<file path="src/rtl/cart_pkg.sv">
// Shared constants, slot field layout and FSM state encoding for the cart register.
package cart_pkg;
  localparam int N_SLOTS      = 6;
  localparam int ID_W         = 8;
  localparam int PRICE_DIGITS = 4;
  localparam int TOTAL_DIGITS = 5;
  localparam int PRICE_W      = 4 * PRICE_DIGITS;
  localparam int TOTAL_W      = 4 * TOTAL_DIGITS;
  localparam int QTY_W        = 8;
  localparam int IDX_W        = $clog2(N_SLOTS);

  localparam int SLOT_W   = 40;
  localparam int QTY_LSB  = 32;
  localparam int UNIT_LSB = 16;
  localparam int LINE_LSB = 0;

  localparam logic [ID_W-1:0] EMPTY_ID = 8'h00;

  typedef enum logic [1:0] {
    ST_IDLE,
    ST_SCAN,
    ST_CHECK,
    ST_COMMIT
  } state_e;
endpackage

</file>
<file path="src/rtl/bcd_adder.sv">
// Combinational packed-BCD adder: per-digit sum with decimal carry, carry out of the top digit.
module bcd_adder #(
  parameter int DIGITS = 4
) (
  input  logic [4*DIGITS-1:0] a_i,
  input  logic [4*DIGITS-1:0] b_i,
  output logic [4*DIGITS-1:0] sum_o,
  output logic                carry_o
);

  always_comb begin
    logic [4:0] digit;
    logic       carry;
    carry = 1'b0;
    digit = '0;
    sum_o = '0;
    for (int i = 0; i < DIGITS; i++) begin
      digit = {1'b0, a_i[4*i +: 4]} + {1'b0, b_i[4*i +: 4]} + {4'b0, carry};
      carry = (digit > 5'd9);
      if (carry) digit = digit + 5'd6;
      sum_o[4*i +: 4] = digit[3:0];
    end
    carry_o = carry;
  end

endmodule

</file>
<file path="src/rtl/cart_accumulator.sv">
// Six-slot shopping cart register feeding the display buses; one scan takes a fixed 8 cycles.
//
// state     | meaning
// ----------+-----------------------------------------------------------
// ST_IDLE   | ready for a scan; ID 0x00 is rejected here without a stall
// ST_SCAN   | walk slots 0..5, note first ID hit and lowest empty slot
// ST_CHECK  | form candidate qty/line/total and the reject decision
// ST_COMMIT | write slot and total, or pulse err and keep state
module cart_accumulator
  import cart_pkg::*;
(
  input  logic                      CLK,
  input  logic                      RESET_N,
  input  logic                      item_valid,
  input  logic [ID_W-1:0]           item_id,
  input  logic [PRICE_W-1:0]        item_price,
  output logic                      item_ready,
  input  logic                      clear_cart,
  output logic [N_SLOTS*ID_W-1:0]   product_IDS,
  output logic [N_SLOTS*SLOT_W-1:0] numbers,
  output logic [TOTAL_W-1:0]        total_price,
  output logic                      cart_full,
  output logic                      err
);

  state_e             state_q;
  logic [IDX_W-1:0]   idx_q, hit_idx_q, free_idx_q, cand_idx_q;
  logic               hit_q, free_q, reject_q, err_q, full_q;
  logic [ID_W-1:0]    id_lat_q;
  logic [PRICE_W-1:0] price_lat_q;

  logic [ID_W-1:0]    id_q   [N_SLOTS];
  logic [QTY_W-1:0]   qty_q  [N_SLOTS];
  logic [PRICE_W-1:0] unit_q [N_SLOTS];
  logic [PRICE_W-1:0] line_q [N_SLOTS];
  logic [TOTAL_W-1:0] total_q;

  logic [QTY_W-1:0]   cand_qty_q;
  logic [PRICE_W-1:0] cand_unit_q, cand_line_q;
  logic [TOTAL_W-1:0] cand_total_q;

  logic [IDX_W-1:0]   sel_idx;
  logic [PRICE_W-1:0] addend_d, line_base_d, line_sum;
  logic [QTY_W-1:0]   qty_sum, qty_d;
  logic [TOTAL_W-1:0] total_sum;
  logic               qty_carry, line_carry, total_carry, reject_d, full_after;

  // A hit reuses the stored unit price; a miss takes the latched scan price.
  assign sel_idx     = hit_q ? hit_idx_q : free_idx_q;
  assign addend_d    = hit_q ? unit_q[sel_idx] : price_lat_q;
  assign line_base_d = hit_q ? line_q[sel_idx] : '0;
  assign qty_d       = hit_q ? qty_sum : {{(QTY_W-1){1'b0}}, 1'b1};
  assign reject_d    = (!hit_q && !free_q) || (hit_q && qty_carry) || line_carry || total_carry;

  bcd_adder #(.DIGITS(2)) u_qty_add (
    .a_i     (qty_q[hit_idx_q]),
    .b_i     ({{(QTY_W-1){1'b0}}, 1'b1}),
    .sum_o   (qty_sum),
    .carry_o (qty_carry)
  );

  bcd_adder #(.DIGITS(PRICE_DIGITS)) u_line_add (
    .a_i     (line_base_d),
    .b_i     (addend_d),
    .sum_o   (line_sum),
    .carry_o (line_carry)
  );

  bcd_adder #(.DIGITS(TOTAL_DIGITS)) u_total_add (
    .a_i     (total_q),
    .b_i     ({{(TOTAL_W-PRICE_W){1'b0}}, addend_d}),
    .sum_o   (total_sum),
    .carry_o (total_carry)
  );

  // The committed slot always gets a non-empty ID, so it counts as occupied.
  always_comb begin
    full_after = 1'b1;
    for (int k = 0; k < N_SLOTS; k++) begin
      if (id_q[k] == EMPTY_ID && IDX_W'(k) != cand_idx_q) full_after = 1'b0;
    end
  end

  always_ff @(posedge CLK or negedge RESET_N) begin
    if (!RESET_N) begin
      state_q      <= ST_IDLE;
      idx_q        <= '0;
      hit_idx_q    <= '0;
      free_idx_q   <= '0;
      cand_idx_q   <= '0;
      hit_q        <= 1'b0;
      free_q       <= 1'b0;
      reject_q     <= 1'b0;
      err_q        <= 1'b0;
      full_q       <= 1'b0;
      id_lat_q     <= EMPTY_ID;
      price_lat_q  <= '0;
      cand_qty_q   <= '0;
      cand_unit_q  <= '0;
      cand_line_q  <= '0;
      cand_total_q <= '0;
      total_q      <= '0;
      for (int k = 0; k < N_SLOTS; k++) begin
        id_q[k]   <= EMPTY_ID;
        qty_q[k]  <= '0;
        unit_q[k] <= '0;
        line_q[k] <= '0;
      end
    end else if (clear_cart) begin
      state_q <= ST_IDLE;
      err_q   <= 1'b0;
      full_q  <= 1'b0;
      total_q <= '0;
      for (int k = 0; k < N_SLOTS; k++) begin
        id_q[k]   <= EMPTY_ID;
        qty_q[k]  <= '0;
        unit_q[k] <= '0;
        line_q[k] <= '0;
      end
    end else begin
      case (state_q)
        ST_IDLE: begin
          err_q <= 1'b0;
          if (item_valid) begin
            if (item_id == EMPTY_ID) begin
              err_q <= 1'b1;
            end else begin
              state_q     <= ST_SCAN;
              id_lat_q    <= item_id;
              price_lat_q <= item_price;
              idx_q       <= '0;
              hit_q       <= 1'b0;
              free_q      <= 1'b0;
            end
          end
        end
        ST_SCAN: begin
          if (!hit_q && id_q[idx_q] == id_lat_q) begin
            hit_q     <= 1'b1;
            hit_idx_q <= idx_q;
          end
          if (!free_q && id_q[idx_q] == EMPTY_ID) begin
            free_q     <= 1'b1;
            free_idx_q <= idx_q;
          end
          if (idx_q == IDX_W'(N_SLOTS-1)) state_q <= ST_CHECK;
          else                            idx_q   <= idx_q + IDX_W'(1);
        end
        ST_CHECK: begin
          cand_idx_q   <= sel_idx;
          cand_qty_q   <= qty_d;
          cand_unit_q  <= addend_d;
          cand_line_q  <= line_sum;
          cand_total_q <= total_sum;
          reject_q     <= reject_d;
          err_q        <= reject_d;
          state_q      <= ST_COMMIT;
        end
        ST_COMMIT: begin
          if (!reject_q) begin
            id_q[cand_idx_q]   <= id_lat_q;
            qty_q[cand_idx_q]  <= cand_qty_q;
            unit_q[cand_idx_q] <= cand_unit_q;
            line_q[cand_idx_q] <= cand_line_q;
            total_q            <= cand_total_q;
            full_q             <= full_after;
          end
          err_q   <= 1'b0;
          state_q <= ST_IDLE;
        end
        default: state_q <= ST_IDLE;
      endcase
    end
  end

  for (genvar k = 0; k < N_SLOTS; k++) begin : g_out
    assign product_IDS[ID_W*k +: ID_W]                = id_q[k];
    assign numbers[SLOT_W*k + QTY_LSB  +: QTY_W]      = qty_q[k];
    assign numbers[SLOT_W*k + UNIT_LSB +: PRICE_W]    = unit_q[k];
    assign numbers[SLOT_W*k + LINE_LSB +: PRICE_W]    = line_q[k];
  end

  assign item_ready  = (state_q == ST_IDLE);
  assign total_price = total_q;
  assign cart_full   = full_q;
  assign err         = err_q;

endmodule

</file>
<file path="config.mk">
export PLATFORM = sky130hd
export DESIGN_NAME = cart_accumulator
export DESIGN_NICKNAME = d
export VERILOG_FILES = /design/src/rtl/cart_pkg.sv /design/src/rtl/bcd_adder.sv /design/src/rtl/cart_accumulator.sv
export SDC_FILE = /design/constraint.sdc
export NUM_CORES = 1
export LEC_CHECK = 0
export ABC_AREA = 1
export CORE_MARGIN = 2
export CORE_UTILIZATION = 45
export DETAILED_ROUTE_END_ITERATION = 16
export PLACE_DENSITY_LB_ADDON = 0.15
export SLEW_MARGIN = 15
export SYNTH_ARGS = -nofsm -noshare
export SYNTH_HDL_FRONTEND = slang
export SYNTH_SLANG_ARGS = --single-unit
</file>
<file path="constraint.sdc">
create_clock -name CLK -period 9.6 [get_ports CLK]
set_clock_uncertainty 0.05 [all_clocks]
set_input_delay 0.96 -clock CLK [delete_from_list [all_inputs] [get_ports CLK]]
set_output_delay 0.96 -clock CLK [all_outputs]
set_load 0.01 [all_outputs]
</file>
## After elaboration in Yosys (flattened, before gate mapping)

Cells that the tools add are included.

- Bits of input ports: 28
- Word-level logic and storage cells: 227
- Flip-flop bits (word level): 411

- Muxes and demuxes: 78
- Order comparisons: 16
- Add/subtract/negate cells: 29
- Reduce and logical (&&, ||, !) cells: 38
- Bitwise operators: 6
- Equality and inequality tests: 19

Operator list:

| operator | number |
|---|---|
| $mux W96 | 6 |
| $mux W48 | 6 |
| $bwmux W96 | 2 |
| $mux W16 | 7 |
| $bmux W16 S3 | 2 |
| $bwmux W48 | 2 |
| $logic_not A8 Y1 | 8 |
| $mux W20 | 3 |
| $gt A5 B4 Y1 const B | 11 |
| $bmux W8 S3 | 2 |
| $demux W16 S3 | 1 |
| $mux W8 | 6 |
| $add A4 B3 Y4 const B | 11 |
| $mux W4 | 11 |
| $add A4 B4 Y5 | 8 |
| $add A5 B1 Y5 | 6 |
| $demux W8 S3 | 1 |
| $ge A4 B4 Y1 const B | 4 |
| $mux W1 | 16 |
| $not A3 Y4 | 4 |
| $reduce_and A5 Y1 | 3 |
| $mux W3 | 4 |
| $ne A2 B2 Y1 const B | 6 |
| $logic_and A1 B1 Y1 | 11 |
| other kinds (28) | 45 |

## Depth between registers and ports, before layout

Gate-level depths: netlist of the first run.

- Word-level depth: 19
- Gate-level depth with buffers: 61
- Mapped depth without buffers: 61

## Modules after synthesis

A second synthesis of the first run with hierarchy kept.

- Cell total of the unflattened synthesis: 2681
- Area total of the unflattened synthesis: 21981.1 um2

By module, submodules not included:

| module | area an instance (um2) | cells each | times used |
|---|---|---|---|
| cart_accumulator | 18556.5 | 2122 | 1 |
| bcd_adder at u_total_add | 1617.8 | 254 | 1 |
| bcd_adder at u_line_add | 1228.7 | 204 | 1 |
| bcd_adder at u_qty_add | 578.1 | 101 | 1 |

## Worst setup path after synthesis of the first run

OpenSTA, ideal clock, no wires.

- Kind: register -> register
- Start: register hit_q
- End: register err_q, in the netlist err
- Buffers on the path: 2
- Library setup time: 0.078 ns
- Period minus slack after synthesis: 8.789 ns
- Arrival time: 8.662 ns
- Cell stages (with the launch flop): 61
- Required time: 9.472 ns
- Slack: 0.811 ns
- Cell sequence: dfrtp_1 -> buf_6 -> o21ai_4 -> inv_2 -> buf_6 -> o21ai_1 -> o22ai_1 -> o21ai_1 -> a21oi_2 -> ha_1 -> fa_1 -> xor2_1 -> inv_1 -> ha_1 -> inv_1 -> a21oi_1 -> a31oi_1 -> nand2_1 -> (+25 left out) -> inv_1 -> ha_1 -> inv_1 -> o21ai_0 -> nand3_1 -> nand2_1 -> ha_1 -> ha_1 -> xor2_1 -> inv_1 -> ha_1 -> nor2_1 -> nand2_1 -> nand2_1 -> nor3_1 -> nand2_1 -> nand2_1 -> a21oi_1

- Cells in the longest elaborated chain, start to end: 19
- Elaborated cells on any way between the ends: 42
- Those cells by class: add/sub (15); order compare (9); mux (11); bitwise (1); reduce/logical (6)

Ends and longest elaborated chain:

| element | RTL line | source |
|---|---|---|
| start: declaration | cart_accumulator.sv:28 | `logic hit_q, free_q, reject_q, err_q, full_q;` |
| start signal: assignment | cart_accumulator.sv:91 | `hit_q <= 1'b0;` |
| start signal: assignment | cart_accumulator.sv:132 | `hit_q <= 1'b0;` |
| start signal: assignment | cart_accumulator.sv:139 | `hit_q <= 1'b1;` |
| $mux W3 | cart_accumulator.sv:49 | `assign sel_idx = hit_q ? hit_idx_q : free_idx_q;` |
| $not A3 Y4 (implied by the code) | cart_accumulator.sv:50 | `assign addend_d = hit_q ? unit_q[sel_idx] : price_lat_q;` |
| $bmux W16 S3 | cart_accumulator.sv:50 |  |
| $mux W16 (implied by the code) (2 in series) | cart_accumulator.sv:50 |  |
| $mux W16 * | cart_accumulator.sv:50 |  |
| net addend_d[0] | cart_accumulator.sv:43 | `logic [PRICE_W-1:0] addend_d, line_base_d, line_sum;` |
| $add A4 B4 Y5 | bcd_adder.sv:18 | `digit = {1'b0, a_i[4*i +: 4]} + {1'b0, b_i[4*i +: 4]} + {4'b0, carry};` |
| $gt A5 B4 Y1 | bcd_adder.sv:19 | `carry = (digit > 5'd9);` |
| (+3 left out) | - |  |
| $gt A5 B4 Y1 | bcd_adder.sv:19 |  |
| $add A5 B1 Y5 | bcd_adder.sv:18 |  |
| $gt A5 B4 Y1 | bcd_adder.sv:19 |  |
| $add A4 B1 Y5 | bcd_adder.sv:18 |  |
| $gt A5 B4 Y1 | bcd_adder.sv:19 |  |
| $logic_or A1 B1 Y1 * | cart_accumulator.sv:53 | `assign reject_d = (!hit_q && !free_q) \|\| (hit_q && qty_carry) \|\| line_carry \|\| total_carry;` |
| $pmux W1 S3 * | cart_accumulator.sv:121 | `case (state_q)` |
| $mux W1 * | cart_accumulator.sv:109 | `end else if (clear_cart) begin` |
| end signal: assignment | cart_accumulator.sv:156 | `err_q <= reject_d;` |
| end: declaration | cart_accumulator.sv:28 |  |

Mark *: on every way through the listed nets, which the timed path passes. The rest lies on a longest branch. The select of a mux whose other input is x is not followed.
A chain may end at the register's enable or synchronous reset.

## Worst setup path in the final report of the first run

Ends and elaborated chain as after synthesis.

==> results.txt, run 1 <==
Outcome - finished clean
Most area-hungry cell type in the Yosys netlist - dfrtp_1
CP top delay family - adder cells
Most common cell in the netlist - dfrtp_1
Achievable Freq - 0.108 GHz
Avg WL per Cell - 22.3 um
Hold Buf Count CTS - 0
Via count - 19.0k
Setup ws final - 0.366 ns
Initial drt markers - 2099
Synth-to-layout area growth - 27.5%
Non-filler cells, final - 3266
Antenna violations before repair - 1
Placed cells - 3167
Syn nets - 2432
Leak - 11.4 nW
Max Cap Viol - 0
Final ANT Viol Nets - 0
CP dominant cell by count - inv_1
Clock power frac - 23.1%
Fin nets - 2733
Clock transition at path regs - 0.06 ns
Number of flops mapped to enable cells by yosys - 0
Critical R2R Launch - hit_q$_DFFE_PN0P_
Normalized max-slew margin - 28.3%
Vias/cell - 5.80
Commonest cells post-synth - dfrtp_1, nand2_1, o21ai_0, inv_1, nand3_1
Area share of the largest cell type after synthesis - 50.2%
Clock latency on the worst-skew pair - 0.58 ns
Worst Reg-to-Reg Cells - 59
GR Util All Layers - 30.3%
FP Rows - 78
CP max stage cell - fa_1
Largest net degree at the start of global routing - 146
Grt ovf - 0
Worst vdd ir - 0.000160 V
Synth async-reset ratio - 100%
Synthesized area - 0.0205 mm2
Crit Path Class - reg -> reg
Pins over their slew limit - 0
TritonCTS clock tree - yes
DP Area - 0.0243 mm2
DP Worst Slack - -0.0939 ns
Final setup vio count - 0
Final Hold Fails - 0
Switch Pwr - 0.00326 W
Router iterations before antenna repair - 6
Power per cell area - 291 mW/mm2
Post-Syn Instances - 2333
Reg-to-Reg End - err$_DFFE_PN0P_
Fill count - 4064
Die area - 0.0472 mm2
CTS sink cnt - 411
I/O pins - 339
CTS H-tree depth - 2
Multi-input logic area - 0.00870 mm2
Gp weighted congestion - 0.924
WL final - 72800 um
Crit path launch type - flop
Port Buffers - 338
Post-synthesis sequential area ratio - 50.2%
Core Box Area - 0.0452 mm2
Drt drc - 0
Clock buffer count from CTS - 44
Root Driver - clkbuf_16
Die Y - 217 um
Share of cells above drive strength 1 - 9.23%
Critical Path Fanout Max - 13
Die Wd - 217 um
Worst-Margin Slew - 1.08 ns
Initial core utilization - 45.3%
Switching Fraction - 42.9%
Arr. time, crit path - 9.67 ns
Vias in the first global route - 18.1k
Flop-to-flop setup slack - 0.37 ns
Sequential share of power - 27.9%
Fin crit share - 96.2%
Unique masters post-synth - 47
Post-synthesis register bit count - 411
Req. time, crit path - 10.03 ns
Design area - 0.0261 mm2
CP max stage delay - 0.46 ns
Hold Path Class - in -> async
Critical path buffer and inverter count - 18
Clock Path Buffers - 3
Final HPWL DP - 48900 um
First-pass GRT wire length - 110000 um
Number of synthesis warnings - 0
Gate power share - 49.0%
Synth area leaders - dfrtp_1, o21ai_0, nand2_1
Minimum clock period - 9.23 ns
Register area - 0.0103 mm2
Setup crit end kind - flop
Mapped Avg Cell Area - 8.78 um2
Top_reg_cell synth - dfrtp_1
Internal power - 0.00433 W
## cells by family (layout without fill, tap and decap cells)
logic type | Yosys count | count (layout) | share of synthesized area, %
compound gates | 706 | 706 | 19.9
simple gates | 703 | 703 | 14.7
flops | 411 | 411 | 50.2
buf+inv | 391 | 723 | 7.98
fa+ha+maj | 71 | 71 | 4.85
xor+xnor | 35 | 35 | 1.50
mux | 16 | 16 | 0.880
other cells | 0 | 1 | 0
## worst max-delay path by stage
stage | end | slack, ns | cells past startpoint | startpoint
finish | err$_DFFE_PN0P_ | 0.37 | 59 | hit_q$_DFFE_PN0P_
CTS | err$_DFFE_PN0P_ | 0.02 | 60 | hit_q$_DFFE_PN0P_
floorplan | err$_DFFE_PN0P_ | 0.81 | 60 | hit_q$_DFFE_PN0P_
global route | err$_DFFE_PN0P_ | -0.17 | 58 | hit_q$_DFFE_PN0P_
global placement | err$_DFFE_PN0P_ | 0.22 | 61 | hit_q$_DFFE_PN0P_
detailed placement | err$_DFFE_PN0P_ | -0.09 | 60 | hit_q$_DFFE_PN0P_
## power by group through the flow
| stage | combinational, W | sequential, W | clock, W |
|---|---|---|---|
| after floorplan | 0.00246 | 0.00209 | 0 |
| after global placement | 0.00329 | 0.00214 | 0 |
| after detailed placement | 0.00337 | 0.00214 | 0 |
| after CTS | 0.00344 | 0.00211 | 0.00179 |
| after global routing | 0.00411 | 0.00214 | 0.00186 |
| final | 0.00372 | 0.00212 | 0.00176 |
## final cells by class
type / count / area share (%)
clock inverter: 7 / 0.465
timing repair buffer: 402 / 15.1
tap: 600 / 2.88
clock buffer: 70 / 5.21
inverter: 244 / 3.58
antenna: 1 / 0.00958
multi-input combinational: 1531 / 33.3
sequential: 411 / 39.4
## layout by cell type, fill, tap and decap left out, drive strengths merged
cell | Yosys | final
o211ai | 35 | 35
fa | 14 | 14
nand3 | 197 | 197
nand4 | 13 | 13
clkinv | 2 | 6
dfrtp | 411 | 411
buf | 57 | 64
o22a | 1 | 1
nor3 | 11 | 11
ha | 57 | 57
o31ai | 1 | 1
nor4 | 5 | 5
nor2 | 92 | 92
nand3b | 3 | 3
o41ai | 2 | 2
clkdlybuf4s50 | 0 | 337
o21ai | 359 | 359
clkbuf | 90 | 71
and2 | 1 | 1
nand2 | 378 | 378
mux2 | 16 | 16
a211oi | 6 | 6
a31oi | 15 | 15
bufinv | 0 | 3
and3 | 2 | 2
or2 | 1 | 1
a22o | 16 | 16
diode | 0 | 1
xnor2 | 8 | 8
a21oi | 122 | 122
o22ai | 145 | 145
xor2 | 27 | 27
inv | 242 | 242
o21a | 3 | 3
a21o | 1 | 1
## state kept, by name (all words and copies together) (netlist names), 8 cells and up
name          count
cand_line_q      16
cand_qty_q        8
cand_total_q     20
cand_unit_q      16
id_lat_q          8
numbers         240
price_lat_q      16
product_IDS      48
total_price      20
## per-stage QoR
stage | hold WS [ns] | total power (W) | util, % | setup TNS [ns]
after floorplan | 0.392 | 0.00455 | - | 0
after global placement | 0.411 | 0.00543 | 53.7 | 0
final | 0.304 | 0.00759 | 57.8 | 0
after CTS | 0.361 | 0.00734 | 57.1 | 0
after global routing | 0.375 | 0.00811 | 57.8 | -0.436
after detailed placement | 0.414 | 0.00551 | 53.7 | -0.169
## timing repair
action	CTS	global route
endpoints found under the setup margin	5	8
resized for setup	7	44
setup buffers	4	16
gates cloned	0	1
pin swaps	3	15
## worst register-to-register path, delay by kind of cell, from the launching register on
kind                       cells  cell delay [ns]
adders and majority gates     14             3.93
buffers and inverters         18             1.58
AOI/OAI and AO/OA             11             1.53
and+or+nand+nor               14             1.31
DFF                            1             0.42
xor gates and xnor gates       2             0.35
## metal layers
| metal | share of wire [%] | GRT usage (%) |
|---|---|---|
| met1 | 43 | 43.1 |
| met2 | 46 | 47.7 |
| met3 | 7.8 | 4.70 |
| met4 | 2.8 | 9.82 |
| met5 | 0 | 0 |
Power figures use the tool's default switching activity.
==> inputs of run 2 (changes only) <==
--- a/config.mk
+++ b/config.mk
@@ -5,7 +5,6 @@
 export SDC_FILE = /design/constraint.sdc
 export NUM_CORES = 1
 export LEC_CHECK = 0
-export ABC_AREA = 1
 export CORE_MARGIN = 2
 export CORE_UTILIZATION = 45
 export DETAILED_ROUTE_END_ITERATION = 16
==> run 2 against run 1 <==
Against the previous run:
- the run now ends with setup timing left
- die area rose by 3.2%
- wire length grew 5.1%
- clock-buffer cell count decreased by 1
- critical endpoint is now cand_total_q[19]$_DFFE_PN0P_
==> results.txt, run 2 <==
Max FFs per register - 240 (unchanged)
Max Cap Viol - 0 (unchanged)
Final core occ - 59.0% (+1.2 points)
Non-filler cells, final - 3265 (-0.031%)
Post-synthesis sequential area ratio - 48.6% (-1.6 points)
Post-synthesis register bit count - 411 (unchanged)
Vias in the first global route - 18.7k (+3.7%)
Die area - 0.0488 mm2 (+3.2%)
Leak - 11.3 nW (-1.0%)
Post-Syn Instances - 2300 (-1.4%)
Switching Fraction - 36.1% (-6.8 points)
Fill count - 3991 (-1.8%)
Gp weighted congestion - 0.905 (-2.1%)
Internal power - 0.00411 W (-5.1%)
Clock transition at path regs - 0.06 ns (about the same)
Syn nets - 2399 (-1.4%)
Clock latency on the worst-skew pair - 0.60 ns (+0.02 ns)
Initial core utilization - 45.5% (+0.22 points)
Worst-Margin Slew - 1.22 ns (+0.143 ns)
Violated checks - setup timing
Design area - 0.0274 mm2 (+5.0%)
Via count - 18.9k (-0.053%)
Clock power frac - 27.7% (+4.6 points)
Port Buffers - 338 (unchanged)
Synth area leaders - dfrtp_1, nand2_1, a21oi_1
Most area-hungry cell type in the Yosys netlist - dfrtp_1
I/O pins - 339 (unchanged)
Pins over their slew limit - 0 (unchanged)
DP Area - 0.0255 mm2 (+4.9%)
Number of flops mapped to enable cells by yosys - 0 (unchanged)
Grt ovf - 0 (unchanged)
Register area - 0.0103 mm2 (about the same)
Core Box Area - 0.0465 mm2 (+2.8%)
Fin crit share - 101% (+5.3 points)
Normalized max-slew margin - 18.8% (-9.5 points)
Synth-to-layout area growth - 29.6%
Router iterations before antenna repair - 5 (-1)
Top_reg_cell synth - dfrtp_1
Power per cell area - 235 mW/mm2 (-19%)
Clock buffer count from CTS - 46 (+4.5%)
Outcome - complete, but fails checks
Vias/cell - 5.80 (about the same)
CTS sink cnt - 411 (unchanged)
CP max stage delay - 0.53 ns (+0.07 ns)
Number of synthesis warnings - 0 (unchanged)
Share of cells above drive strength 1 - 13.3% (+4.0 points)
Initial drt markers - 1960 (-6.6%)
Synth async-reset ratio - 100% (unchanged)
Final HPWL DP - 51300 um (+4.8%)
Most common cell in the netlist - nand2_1
Multi-input logic area - 0.0105 mm2 (+21%)
Gate power share - 37.9% (-11 points)
Worst vdd ir - 0.000125 V (-22%)
Antenna violations before repair - 0 (-1)
Crit path launch type - flop
Setup crit end kind - flop
GR Util All Layers - 30.8% (+0.44 points)
Most common cell after layout, fill and taps aside - nand2_1
Largest net degree at the start of global routing - 149 (+2.1%)
Area share of the largest cell type after synthesis - 48.6% (-1.6 points)
FP Rows - 79 (+1.3%)
Mapped Avg Cell Area - 9.20 um2 (+4.8%)
CP max stage cell - fa_2
Achievable Freq - 0.103 GHz (-5.2%)
Unique masters post-synth - 64 (+36%)
Final setup vio count - 4 (+4)
Hold Path Class - in -> async
CTS H-tree depth - 2 (unchanged)
Final Hold Fails - 0 (unchanged)
Setup ws final - -0.143 ns (-0.509 ns)
Drt drc - 0 (unchanged)
RSZ-0062 raised after global routing - true
Die Wd - 221 um (+1.6%)
Placed cells - 3162 (-0.16%)
Avg WL per Cell - 23.4 um (+5.1%)
Hold Buf Count CTS - 0 (unchanged)
Fin nets - 2724 (-0.33%)
TritonCTS clock tree - yes
Crit Path Class - reg -> reg
Final ANT Viol Nets - 0 (unchanged)
Synthesized area - 0.0212 mm2 (+3.3%)
Minimum clock period - 9.74 ns (+0.509 ns)
Most frequent cells in the layout - nand2_1, dfrtp_1, a21oi_1
Die Y - 221 um (+1.6%)
Commonest cells post-synth - nand2_1, dfrtp_1, a21oi_1, clkbuf_1, nor2_1
Switch Pwr - 0.00233 W (-29%)
First-pass GRT wire length - 116000 um (+5.9%)
Root Driver - clkbuf_16
Clock Path Buffers - 3 (unchanged)
Sequential share of power - 34.4% (+6.5 points)
Critical Path Fanout Max - 4 (-9)
Arr. time, crit path - 10.18 ns (+0.51 ns)
Req. time, crit path - 10.04 ns (about the same)
Diode count - 0 (-1)
Worst Reg-to-Reg Cells - 46 (-22%)
WL final - 76500 um (+5.1%)
run 2: cell count changes in the layout (fill, tap and decap cells not counted), moves of 48 or more:
cell     before  now
a21oi_1     113  344
inv_1       221   37
nand2_1     359  704
nand3_1     195    7
o21ai_0     296   61
o21ai_1      49    1
o22ai_1     144    1
run 2: critical path, delay by kind of cell, from the launching register on:
family | cells | cell delay [ns]
adders and majority gates | 15 | 4.12
AOI/OAI and AO/OA | 14 | 2.77
muxes | 2 | 0.83
buffers and inverters | 8 | 0.69
DFF | 1 | 0.41
and+or+nand+nor | 5 | 0.38
xor gates and xnor gates | 2 | 0.37
run 2: area by class of cell:
type                       instances  area share [%]
multi-input combinational       1679            38.4
inverter                          49           0.671
clock inverter                    12           0.607
sequential                       411            37.5
timing repair buffer             438            15.2
tap                              607            2.77
clock buffer                      69            4.84
run 2: cell families after synthesis:
kind of cell	synth area share, %
AND/OR/NAND/NOR	17.4
AO/OA/AOI/OAI	14.1
flip-flops	48.6
buffers and inverters	3.89
multiplexers	10.0
adder cells (fa/ha/maj)	4.70
XOR/XNOR	1.37
run 2: path summary, 6_finish.rpt:
kind	startpoint	end	slack [ns]
worst max-delay path	hit_q$_DFFE_PN0P_	cand_total_q[19]$_DFFE_PN0P_	-0.14
worst max register to register	hit_q$_DFFE_PN0P_	cand_total_q[19]$_DFFE_PN0P_	-0.14
worst min register to register	cand_total_q[8]$_DFFE_PN0P_	cand_total_q[8]$_DFFE_PN0P_	0.44
worst min-delay path	RESET_N	numbers[77]$_DFFE_PN0P_	0.41
max in group asynchronous	RESET_N	numbers[170]$_DFFE_PN0P_	7.52
min in group CLK	cand_total_q[8]$_DFFE_PN0P_	cand_total_q[8]$_DFFE_PN0P_	0.44
run 2: per-layer routing:
layer / share of wire (%) / global-route usage (%)
met5: 0 / 0
met4: 3.4 / 11.8
met3: 7.7 / 6.23
met2: 48 / 49.3
met1: 41 / 41.3
run 2: what timing repair did:
item	in CTS	in global routing
endpoints found under the setup margin	5	8
gates resized for setup	4	40
cloned	0	0
buffers inserted	12	11
pin swaps	15	12
run 2: metrics by stage:
step	power, W	setup TNS (ns)	hold WS (ns)	setup WS, ns
6_report	0.00644	-0.360	0.412	-0.143
5_1_grt	0.00679	-2.45	0.461	-0.556
4_1_cts	0.00631	-1.49	0.433	-0.330
3_5_place_dp	0.00446	-2.04	0.421	-0.432
3_3_place_gp	0.00439	-0.586	0.414	-0.153
2_1_floorplan	0.00360	-0.667	0.396	-0.203
run 2: power by group through the flow:
stage	Sequential, W	Clock, W	Combinational, W
CTS	0.00221	0.00181	0.00229
global placement	0.00223	0	0.00216
detailed placement	0.00224	0	0.00223
finish	0.00221	0.00178	0.00244
floorplan	0.00207	0	0.00152
global route	0.00224	0.00188	0.00267
